### src/rtl/umi_queue_arbiter_if.sv
// UMI request/transmit bundle shared by the requesters, the queue arbiter and the sink.
// Handshake: a beat moves on a rising edge where valid && ready; valid never waits on ready.
interface umi_queue_arbiter_if #(
  parameter int N  = 2,
  parameter int DW = 256,
  parameter int AW = 64,
  parameter int CW = 32
);
  localparam int SW = $clog2(N);

  logic [N-1:0]    in_valid;
  logic [N-1:0]    in_ready;
  logic [N*DW-1:0] in_data;
  logic [N*AW-1:0] in_srcaddr;
  logic [N*AW-1:0] in_dstaddr;
  logic [N*CW-1:0] in_cmd;

  logic            out_valid;
  logic            out_ready;
  logic [DW-1:0]   out_data;
  logic [AW-1:0]   out_srcaddr;
  logic [AW-1:0]   out_dstaddr;
  logic [CW-1:0]   out_cmd;
  logic [SW-1:0]   out_src;

  modport slave (
    input  in_valid, in_data, in_srcaddr, in_dstaddr, in_cmd, out_ready,
    output in_ready, out_valid, out_data, out_srcaddr, out_dstaddr, out_cmd, out_src
  );

  modport master (
    output in_valid, in_data, in_srcaddr, in_dstaddr, in_cmd, out_ready,
    input  in_ready, out_valid, out_data, out_srcaddr, out_dstaddr, out_cmd, out_src
  );
endinterface

### src/rtl/umi_queue_arbiter.sv
// Round-robin N:1 UMI arbiter that keeps multi-beat packets atomic (lock until cmd[22] EOM).
// Optional stall watchdog: define UMI_QUEUE_ARB_WATCHDOG_EN.
module umi_queue_arbiter #(
  parameter int N       = 2,
  parameter int DW      = 256,
  parameter int AW      = 64,
  parameter int CW      = 32,
  parameter int TIMEOUT = 1024
) (
  input  logic                  clk,
  input  logic                  rst,
  umi_queue_arbiter_if.slave    bus,
  output logic                  stall_err,
  output logic [0:0]            dbg_state_o
);
  localparam int SW = $clog2(N);
  localparam logic [0:0] IDLE   = 1'b0;
  localparam logic [0:0] LOCKED = 1'b1;

  logic [0:0]    state_q, state_d;
  logic [SW-1:0] owner_q, owner_d;
  logic [SW-1:0] rr_ptr_q, rr_ptr_d;
  logic          out_valid_q;
  logic [DW-1:0] out_data_q;
  logic [AW-1:0] out_srcaddr_q, out_dstaddr_q;
  logic [CW-1:0] out_cmd_q;
  logic [SW-1:0] out_src_q;

  logic [SW-1:0] cand;
  logic          cand_vld;
  logic          space;
  logic          accept;
  logic          eom;

  // Descending scan so the last hit is the first valid requester after rr_ptr.
  always_comb begin
    cand     = owner_q;
    cand_vld = 1'b0;
    if (state_q == LOCKED) begin
      cand_vld = bus.in_valid[owner_q];
    end else begin
      for (int k = N; k >= 1; k--) begin
        if (bus.in_valid[(int'(rr_ptr_q) + k) % N]) begin
          cand     = SW'((int'(rr_ptr_q) + k) % N);
          cand_vld = 1'b1;
        end
      end
    end
  end

  assign space  = !out_valid_q || bus.out_ready;
  assign accept = !rst && space && cand_vld;
  assign eom    = bus.in_cmd[int'(cand) * CW + 22];

  always_comb begin
    bus.in_ready = '0;
    if (accept) bus.in_ready[cand] = 1'b1;
  end

  always_comb begin
    state_d  = state_q;
    owner_d  = owner_q;
    rr_ptr_d = rr_ptr_q;
    if (accept) begin
      if (eom) begin
        state_d  = IDLE;
        rr_ptr_d = cand;
      end else begin
        state_d = LOCKED;
        owner_d = cand;
      end
    end
  end

  always_ff @(posedge clk or posedge rst) begin
    if (rst) begin
      state_q       <= IDLE;
      owner_q       <= '0;
      rr_ptr_q      <= SW'(N - 1);
      out_valid_q   <= 1'b0;
      out_data_q    <= '0;
      out_srcaddr_q <= '0;
      out_dstaddr_q <= '0;
      out_cmd_q     <= '0;
      out_src_q     <= '0;
    end else begin
      state_q  <= state_d;
      owner_q  <= owner_d;
      rr_ptr_q <= rr_ptr_d;
      if (accept) begin
        out_valid_q   <= 1'b1;
        out_data_q    <= bus.in_data[int'(cand) * DW +: DW];
        out_srcaddr_q <= bus.in_srcaddr[int'(cand) * AW +: AW];
        out_dstaddr_q <= bus.in_dstaddr[int'(cand) * AW +: AW];
        out_cmd_q     <= bus.in_cmd[int'(cand) * CW +: CW];
        out_src_q     <= cand;
      end else if (bus.out_ready) begin
        out_valid_q <= 1'b0;
      end
    end
  end

  assign bus.out_valid   = out_valid_q;
  assign bus.out_data    = out_data_q;
  assign bus.out_srcaddr = out_srcaddr_q;
  assign bus.out_dstaddr = out_dstaddr_q;
  assign bus.out_cmd     = out_cmd_q;
  assign bus.out_src     = out_src_q;
  assign dbg_state_o     = state_q;

`ifdef UMI_QUEUE_ARB_WATCHDOG_EN
  localparam int CNTW = $clog2(TIMEOUT + 1);
  logic [CNTW-1:0] wd_cnt_q, wd_cnt_d;
  logic            stall_q;

  // Counts only while the owner is silent; backpressure with valid held does not count.
  always_comb begin
    wd_cnt_d = wd_cnt_q;
    if (accept || state_q != LOCKED) begin
      wd_cnt_d = '0;
    end else if (!bus.in_valid[owner_q] && wd_cnt_q != CNTW'(TIMEOUT)) begin
      wd_cnt_d = wd_cnt_q + 1'b1;
    end
  end

  always_ff @(posedge clk or posedge rst) begin
    if (rst) begin
      wd_cnt_q <= '0;
      stall_q  <= 1'b0;
    end else begin
      wd_cnt_q <= wd_cnt_d;
      stall_q  <= stall_q | (wd_cnt_d == CNTW'(TIMEOUT));
    end
  end

  assign stall_err = stall_q;
`else
  assign stall_err = 1'b0;
`endif
endmodule
### src/flat_wrapper.sv
// flat-port wrapper written by rule: the top's interface ports become plain ports
module umi_queue_arbiter_flat 
#(
  parameter int N       = 2,
  parameter int DW      = 256,
  parameter int AW      = 64,
  parameter int CW      = 32,
  parameter int TIMEOUT = 1024
)
  (clk, rst, stall_err, dbg_state_o, bus_in_valid, bus_in_data, bus_in_srcaddr, bus_in_dstaddr, bus_in_cmd, bus_out_ready, bus_in_ready, bus_out_valid, bus_out_data, bus_out_srcaddr, bus_out_dstaddr, bus_out_cmd, bus_out_src);
  umi_queue_arbiter_if #(.N(N), .DW(DW), .AW(AW), .CW(CW)) bus_i ();
  input  logic clk;
  input  logic rst;
  output logic stall_err;
  output logic [0:0] dbg_state_o;
  input wire logic [$bits(bus_i.in_valid)-1:0] bus_in_valid;
  input wire logic [$bits(bus_i.in_data)-1:0] bus_in_data;
  input wire logic [$bits(bus_i.in_srcaddr)-1:0] bus_in_srcaddr;
  input wire logic [$bits(bus_i.in_dstaddr)-1:0] bus_in_dstaddr;
  input wire logic [$bits(bus_i.in_cmd)-1:0] bus_in_cmd;
  input wire logic [$bits(bus_i.out_ready)-1:0] bus_out_ready;
  output wire logic [$bits(bus_i.in_ready)-1:0] bus_in_ready;
  output wire logic [$bits(bus_i.out_valid)-1:0] bus_out_valid;
  output wire logic [$bits(bus_i.out_data)-1:0] bus_out_data;
  output wire logic [$bits(bus_i.out_srcaddr)-1:0] bus_out_srcaddr;
  output wire logic [$bits(bus_i.out_dstaddr)-1:0] bus_out_dstaddr;
  output wire logic [$bits(bus_i.out_cmd)-1:0] bus_out_cmd;
  output wire logic [$bits(bus_i.out_src)-1:0] bus_out_src;
  assign bus_i.in_valid = bus_in_valid;
  assign bus_i.in_data = bus_in_data;
  assign bus_i.in_srcaddr = bus_in_srcaddr;
  assign bus_i.in_dstaddr = bus_in_dstaddr;
  assign bus_i.in_cmd = bus_in_cmd;
  assign bus_i.out_ready = bus_out_ready;
  assign bus_in_ready = bus_i.in_ready;
  assign bus_out_valid = bus_i.out_valid;
  assign bus_out_data = bus_i.out_data;
  assign bus_out_srcaddr = bus_i.out_srcaddr;
  assign bus_out_dstaddr = bus_i.out_dstaddr;
  assign bus_out_cmd = bus_i.out_cmd;
  assign bus_out_src = bus_i.out_src;
  umi_queue_arbiter #(.N(N), .DW(DW), .AW(AW), .CW(CW), .TIMEOUT(TIMEOUT)) u_core (.clk(clk), .rst(rst), .bus(bus_i), .stall_err(stall_err), .dbg_state_o(dbg_state_o));
endmodule
### config.mk
export PLATFORM = sky130hd
export DESIGN_NAME = umi_queue_arbiter_flat
export DESIGN_NICKNAME = d
export VERILOG_FILES = /design/src/rtl/umi_queue_arbiter_if.sv /design/src/rtl/umi_queue_arbiter.sv /design/src/flat_wrapper.sv
export SDC_FILE = /design/constraint.sdc
export NUM_CORES = 1
export LEC_CHECK = 0
export ABC_CLOCK_PERIOD_IN_PS = 24100
export CORE_AREA = 5 5 482 484
export DETAILED_ROUTE_END_ITERATION = 8
export DIE_AREA = 0 0 487 489
export DONT_BUFFER_PORTS = 1
export MAX_ROUTING_LAYER = met4
export PLACE_DENSITY_LB_ADDON = 0.15
export SETUP_SLACK_MARGIN = 0.1
export SYNTH_ARGS = -nofsm -noshare
export SYNTH_HDL_FRONTEND = slang
export SYNTH_SLANG_ARGS = --single-unit
### constraint.sdc
create_clock -name clk -period 24.1 [get_ports clk]
set_input_delay 2.41 -clock clk [delete_from_list [all_inputs] [get_ports clk]]
set_output_delay 2.41 -clock clk [all_outputs]
set_load 0.1 [all_outputs]
==> results of run 1 <==
[worst paths after layout]
path	to	startpoint	slack (ns)	depth (start not counted)
max	bus_in_ready[1]	bus_in_valid[1]	17.06	4
min	u_core.bus.out_data[142]$_DFFE_PP0P_	u_core.bus.out_data[142]$_DFFE_PP0P_	0.52	1
max reg2reg	u_core.bus.out_srcaddr[59]$_DFFE_PP0P_	u_core.rr_ptr_q$_DFFE_PP1P_	19.11	9
min reg2reg	u_core.bus.out_data[142]$_DFFE_PP0P_	u_core.bus.out_data[142]$_DFFE_PP0P_	0.52	1
max in group asynchronous	u_core.bus.out_srcaddr[60]$_DFFE_PP0P_	rst	19.07	5
min in group asynchronous	u_core.bus.out_data[5]$_DFFE_PP0P_	rst	1.60	1
[layout make-up]
cell class | count | area share [%]
diodes | 40 | 0.3830
inverters | 5 | 0.1005
multi-input cells | 1099 | 34.34
clock buffers | 85 | 6.602
flip-flops and latches | 421 | 40.32
repair buffers | 84 | 2.509
well taps | 3009 | 14.41
clock inverters | 24 | 1.345
[worst max-delay path: cells and delay by family]
| kind | cells | cell delay (ns) |
|---|---|---|
| and+or+nand+nor | 3 | 1.61 |
| buffers and inverters | 1 | 0.49 |
[synthesized netlist by cell type, types with 2 or more instances]
master      n  area (um^2)
mux2_2    347         3908
clkbuf_1   54        202.7
buf_2      63        315.3
mux2i_1   244         2442
nor2_1      2        7.510
o21ai_0     3        15.01
inv_1       5        18.77
a31oi_1     2        12.51
a21oi_1   486         2432
buf_4       5        37.54
nor2b_1     4        25.02
buf_6      25        281.5
dfrtp_1   420        10510
a21o_1      2        15.01
[logic make-up (layout without fill, tap and decap cells)]
family / Yosys count / after routing
compound gates: 495 / 495
buf+inv: 153 / 198
flops: 421 / 421
mux: 591 / 591
other cells: 1 / 41
simple gates: 12 / 12
[sequential cells by signal, indices dropped and copies added (netlist names)]
name / cells
u_core.bus.out_data: 256
u_core.bus.out_cmd: 32
u_core.bus.out_src: 1
u_core.rr_ptr_q: 1
u_core.dbg_state_o: 1
u_core.bus.out_valid: 1
u_core.bus.out_srcaddr: 64
u_core.owner_q: 1
u_core.bus.out_dstaddr: 64
[through the flow]
stage               util, %  std cells  hold slack, ns  instance area, um^2
floorplan                 -       1673          0.5391                20330
global placement      10.56       4618          0.5113                23960
detailed placement    10.56       4618          0.5143                23960
CTS                   11.48       4727          0.5293                26040
global route          11.51       4757          0.5524                26110
finish                11.52       4767          0.5185                26140
[metal layers]
metal	vias to the layer above	global-route usage [%]	part of all wire, %	routed length (um)
met3	153	6.253	16	19850
li1	6157	-	-	-
met5	-	-	0	0
met2	984	15.50	44	56500
met1	7363	11.26	37	46940
met4	0	3.610	3.5	4436
==> out/qor.txt, run 1 <==
Num CTS Buffers: 60
Worst-skew pair later-pin latency: 0.69 ns
Filler Cells Inserted: 25783
First-pass GRT wire length: 161400 um
Post-synthesis simple-gate area fraction: 0.4123%
Syn Area/Cell: 12.15 um^2
Seq/Total Area, Yosys: 51.82%
Post-synthesis register bit count: 421
DP HPWL: 105800 um
Multi-input logic area: 0.008974 mm^2
Multiplexer share of the synthesized area: 31.23%
Final setup fails: 0
Worst clock skew: 0.03980 ns
CTS Buffer Depth: 3
Synth Flop Type: dfrtp_1
PortBufs: 0
Final hold violation count: 0
RSZ-0062 raised after global routing: false
Crit start category: input port
Placer Congestion: 0.8955
Post-synthesis xor/xnor area fraction: 0%
Core area: 0.2268 mm^2
Synth Area in Adders: 0%
CTS tree: yes
Routed len/inst: 26.79 um
Critical path's slowest cell: nor2b_2
Syn_nets: 2510
# H-tree levels: 2
Commonest non-fill, non-tap cell in the layout: a21oi_1
Final period util: 29.20%
Max Slew Vio Count: 0
Slew @ Worst Pin: 1.289 ns
Remaining global-route overflow: 0
Outcome: completed
Largest net degree at the start of global routing: 171
Clk slew on worst S/H paths: 0.06 ns
Synthesized area: 0.02033 mm^2
Fin nets: 2508
DIE WIDTH: 487 um
I/O pin cnt: 1259
Post-CTS setup buffer count: 0
Initial antenna violation count: 55
Netlist cell types: 25
GRT Util Overall: 10.34%
Yosys warning count: 0
Crit Path Max Fanout: 36
Layout cells sized above 1: 31.26%
Max_slew headroom: 13.65%
Post-Syn Instances: 1673
Max frequency: 142.1 MHz
MaxCap Viol Count: 0
Critical path class: input port to output pin
Crit path DAT: 4.63 ns
Die ar.: 0.2381 mm^2
Total number of vias: 14657
CP Data Required Time: 21.69 ns
Post-synthesis compound-gate area fraction: 12.29%
Initial Util: 8.964%
DRT antenna net count: 0
PnR worst setup slack: 17.06 ns
CP cell instances: and3b_1 -> nor4_4 -> buf_4 -> nor2b_2
Num rows: 175
Area delta synth->final: 28.53%
Main combinational cell family by area after synthesis: multiplexers
Total Neg Setup Slack: 0 ns
Hold crit path type: register to register
Root buf cell: clkbuf_16
Via density: 3.075
Vias in the first global route: 15724
Die Ht: 489 um
Most frequent cells in the layout: 486 x a21oi_1, 419 x dfrtp_1, 347 x mux2_2, 244 x mux2i_1, 82 x buf_4
First-iteration detailed-routing DRC count: 824
EDFF count, synth: 0
Crit-path max cell delay: 1.12 ns
TritonRoute pass-1 iters: 4
Pre-CTS setup slack: 16.97 ns
# DRC: 0
CP endpoint kind: output pin
Final min period: 7.037 ns
Hold_buf cts: 0
Clk sink count: 421
Cts repair resizes: 0
Sequential cell area: 0.01054 mm^2
Async S/R FF share, synth: 100.0%
Final WL: 127700 um
Power of run 1 is not shown: default switching activity piles up to over one toggle a cycle in this logic, so the estimate is an artifact.
==> run 2: changes to the inputs <==
Settings changed: ABC_AREA from default to 1, ABC_CLOCK_PERIOD_IN_PS 24100 to 5720, CORE_AREA 5 5 482 484 to 5 5 488 490, DIE_AREA 0 0 487 489 to 0 0 493 495.
Clock period 24.1 ns to 5.72 ns, I/O delays scaled along.
==> run 2 against run 1 <==
Worst hold slack worse by 0.44 ns. Critical path depth up 4. Final area up 24%. First-iteration DRC count up 82%. Synthesized cell count up 41%. Routed wire length up 25%. Sequential share of layout area down 7.8 points. Register-to-register slack worse by 17 ns. Worst setup slack worse by 15 ns. Global-route usage up 2.4 points. Clock-buffer cell count up 11. Non-clock buffer count up 741. Critical endpoint is now u_core.bus.out_data[71]$_DFFE_PP0P_. Largest cell class unchanged.
==> out/qor.txt, run 2 <==
CTS tree: yes
Num CTS Buffers: 61
Fin area: 0.03244 mm^2
GRT Util Overall: 12.71%
PortBufs: 0
Crit-path max cell delay: 0.75 ns
Max frequency: 246.6 MHz
Filler Cells Inserted: 26763
Final min period: 4.055 ns
Hold_buf cts: 695
I/O pin cnt: 1259
Clk sink count: 421
RSZ-0062 raised after global routing: false
# DRC: 0
Multi-input logic area: 0.007970 mm^2
Worst clock skew: 0.02349 ns
CP endpoint kind: register
FF-to-FF path depth: 8
Area delta synth->final: 64.90%
Synth Flop Type: dfrtp_1
Vias in the first global route: 22605
First-pass GRT wire length: 208300 um
Remaining global-route overflow: 0
EDFF count, synth: 0
Worst-skew pair later-pin latency: 0.68 ns
Post-Syn Instances: 2352
Met3 Use GR: 8.562%
Max reg flops: 256
Synth cell count leaders: 1249 x nand3_1, 433 x nand2_1, 420 x dfrtp_1
Worst hold start: bus_in_data[35]
Final setup fails: 0
Worst r2r src: u_core.bus.out_valid$_DFFE_PP0P_
Root buf cell: clkbuf_16
Placer Congestion: 0.8740
Largest area contributor in the synthesized netlist: dfrtp_1
Netlist cell types: 22
Synthesized area: 0.01967 mm^2
# H-tree levels: 2
Core area: 0.2336 mm^2
Die ar.: 0.2440 mm^2
Initial Util: 8.420%
DP HPWL: 124900 um
Most frequent cells in the layout: 1248 x nand3_1, 695 x dlygate4sd3_1, 433 x nand2_1, 418 x dfrtp_1, 114 x buf_4
Commonest non-fill, non-tap cell in the layout: nand3_1
Hold Path End: u_core.bus.out_data[35]$_DFFE_PP0P_
Cts repair resizes: 0
Max_slew headroom: 17.82%
Sequential cell area: 0.01054 mm^2
Met2 Usage GRT: 19.59%
Global Route met1 Usage: 13.41%
Syn_nets: 3189
Num rows: 178
DIE WIDTH: 493 um
Crit path DAT: 4.66 ns
Crit start category: register
MaxCap Viol Count: 0
Hold depth: 2
CTS Buffer Depth: 3
Total number of vias: 21367
Max Slew Vio Count: 0
Final hold violation count: 0
Final WL: 159100 um
Post-CTS setup buffer count: 0
First-iteration detailed-routing DRC count: 1499
Fin nets: 3846
Post-synthesis register bit count: 421
Syn Area/Cell: 8.364 um^2
CP Data Required Time: 6.32 ns
Hold crit path type: input port to register
Seq/Total Area, Yosys: 53.56%
Crit Path Max Fanout: 108
Most Crowded Layer GR: met2
Count leader, synth: nand3_1
Layout cells sized above 1: 7.463%
Reg-to-reg critical path endpoint: u_core.bus.out_data[71]$_DFFE_PP0P_
Slew @ Worst Pin: 1.233 ns
Die Ht: 495 um
Largest net degree at the start of global routing: 148
DP Area: 0.02356 mm^2
Async S/R FF share, synth: 100.0%
Critical path class: register to register
Clk slew on worst S/H paths: 0.07 ns
Final period util: 70.89%
DRT antenna net count: 0
Via density: 3.485
R2R Setup Slk: 1.66 ns
Post-synth top area share: 53.43%
Yosys warning count: 0
Routed len/inst: 25.95 um
TritonRoute pass-1 iters: 5
Top post-synthesis cells by area: dfrtp_1 53%, nand3_1 32%, nand2_1 8.3%
CP cell instances: nand2_1 -> nand2_1 -> a21oi_4 -> buf_12 -> buf_4 -> nand3_1 -> nand3_1 -> dlygate4sd3_1
Outcome: completed
Critical path's slowest cell: dfrtp_1
Initial antenna violation count: 33
run 2: area by class of cell:
type                       instances  share of cell area, %
sequential                       421                  32.49
inverter                           8                 0.1273
antenna                           16                 0.1234
clock buffer                      96                  5.543
tap                             3060                  11.80
timing repair buffer             825                  25.07
multi-input combinational       1692                  24.57
clock inverter                    13                 0.2700
run 2: worst max-delay path by stage:
stage,start,end,slack (ns),depth (start not counted)
final,u_core.bus.out_valid$_DFFE_PP0P_,u_core.bus.out_data[71]$_DFFE_PP0P_,1.66,8
after global placement,u_core.bus.out_valid$_DFFE_PP0P_,u_core.bus.out_dstaddr[43]$_DFFE_PP0P_,2.20,7
after detailed placement,u_core.bus.out_valid$_DFFE_PP0P_,u_core.bus.out_data[138]$_DFFE_PP0P_,2.18,7
after CTS,u_core.bus.out_valid$_DFFE_PP0P_,bus_in_ready[1],1.61,5
after floorplan,rst,bus_in_ready[0],-2.98,4
after global routing,u_core.bus.out_valid$_DFFE_PP0P_,u_core.bus.out_data[4]$_DFFE_PP0P_,1.40,8
run 2: logic make-up after synthesis:
group / after synthesis / synth area share, %
buffers and inverters: 239 / 6.106
flip-flops: 421 / 53.56
AO/OA/AOI/OAI: 5 / 0.1590
other: 1 / 0.01906
AND/OR/NAND/NOR: 1686 / 40.15
run 2: metal layers:
| metal | wire (um) | vias to the layer above | share of wire (%) |
|---|---|---|---|
| met5 | 0 | - | 0 |
| met1 | 58130 | 10572 | 37 |
| met3 | 25780 | 146 | 16 |
| met2 | 71660 | 1125 | 45 |
| li1 | - | 9524 | - |
| met4 | 3555 | 0 | 2.2 |
run 2: worst max-delay path, delay by kind of cell (launching register included):
kind            cells  cell delay (ns)
buf+inv             3             1.55
flops               1             0.75
simple gates        4             0.96
compound gates      1             0.34
run 2: stage by stage:
step                std cells  util [%]  hold slack (ns)  setup TNS (ns)  worst slack (ns)
detailed placement       5311     10.08           0.4964               0             2.178
finish                   6131     13.88          0.07831               0             1.665
global route             6128     13.88          0.03010               0             1.402
floorplan                2352         -           0.4437        -1314.10            -2.984
CTS                      6115     13.87        0.0002370               0             1.610
global placement         5311     10.08           0.4968               0             2.198
Power of run 2 is left out for the same reason.
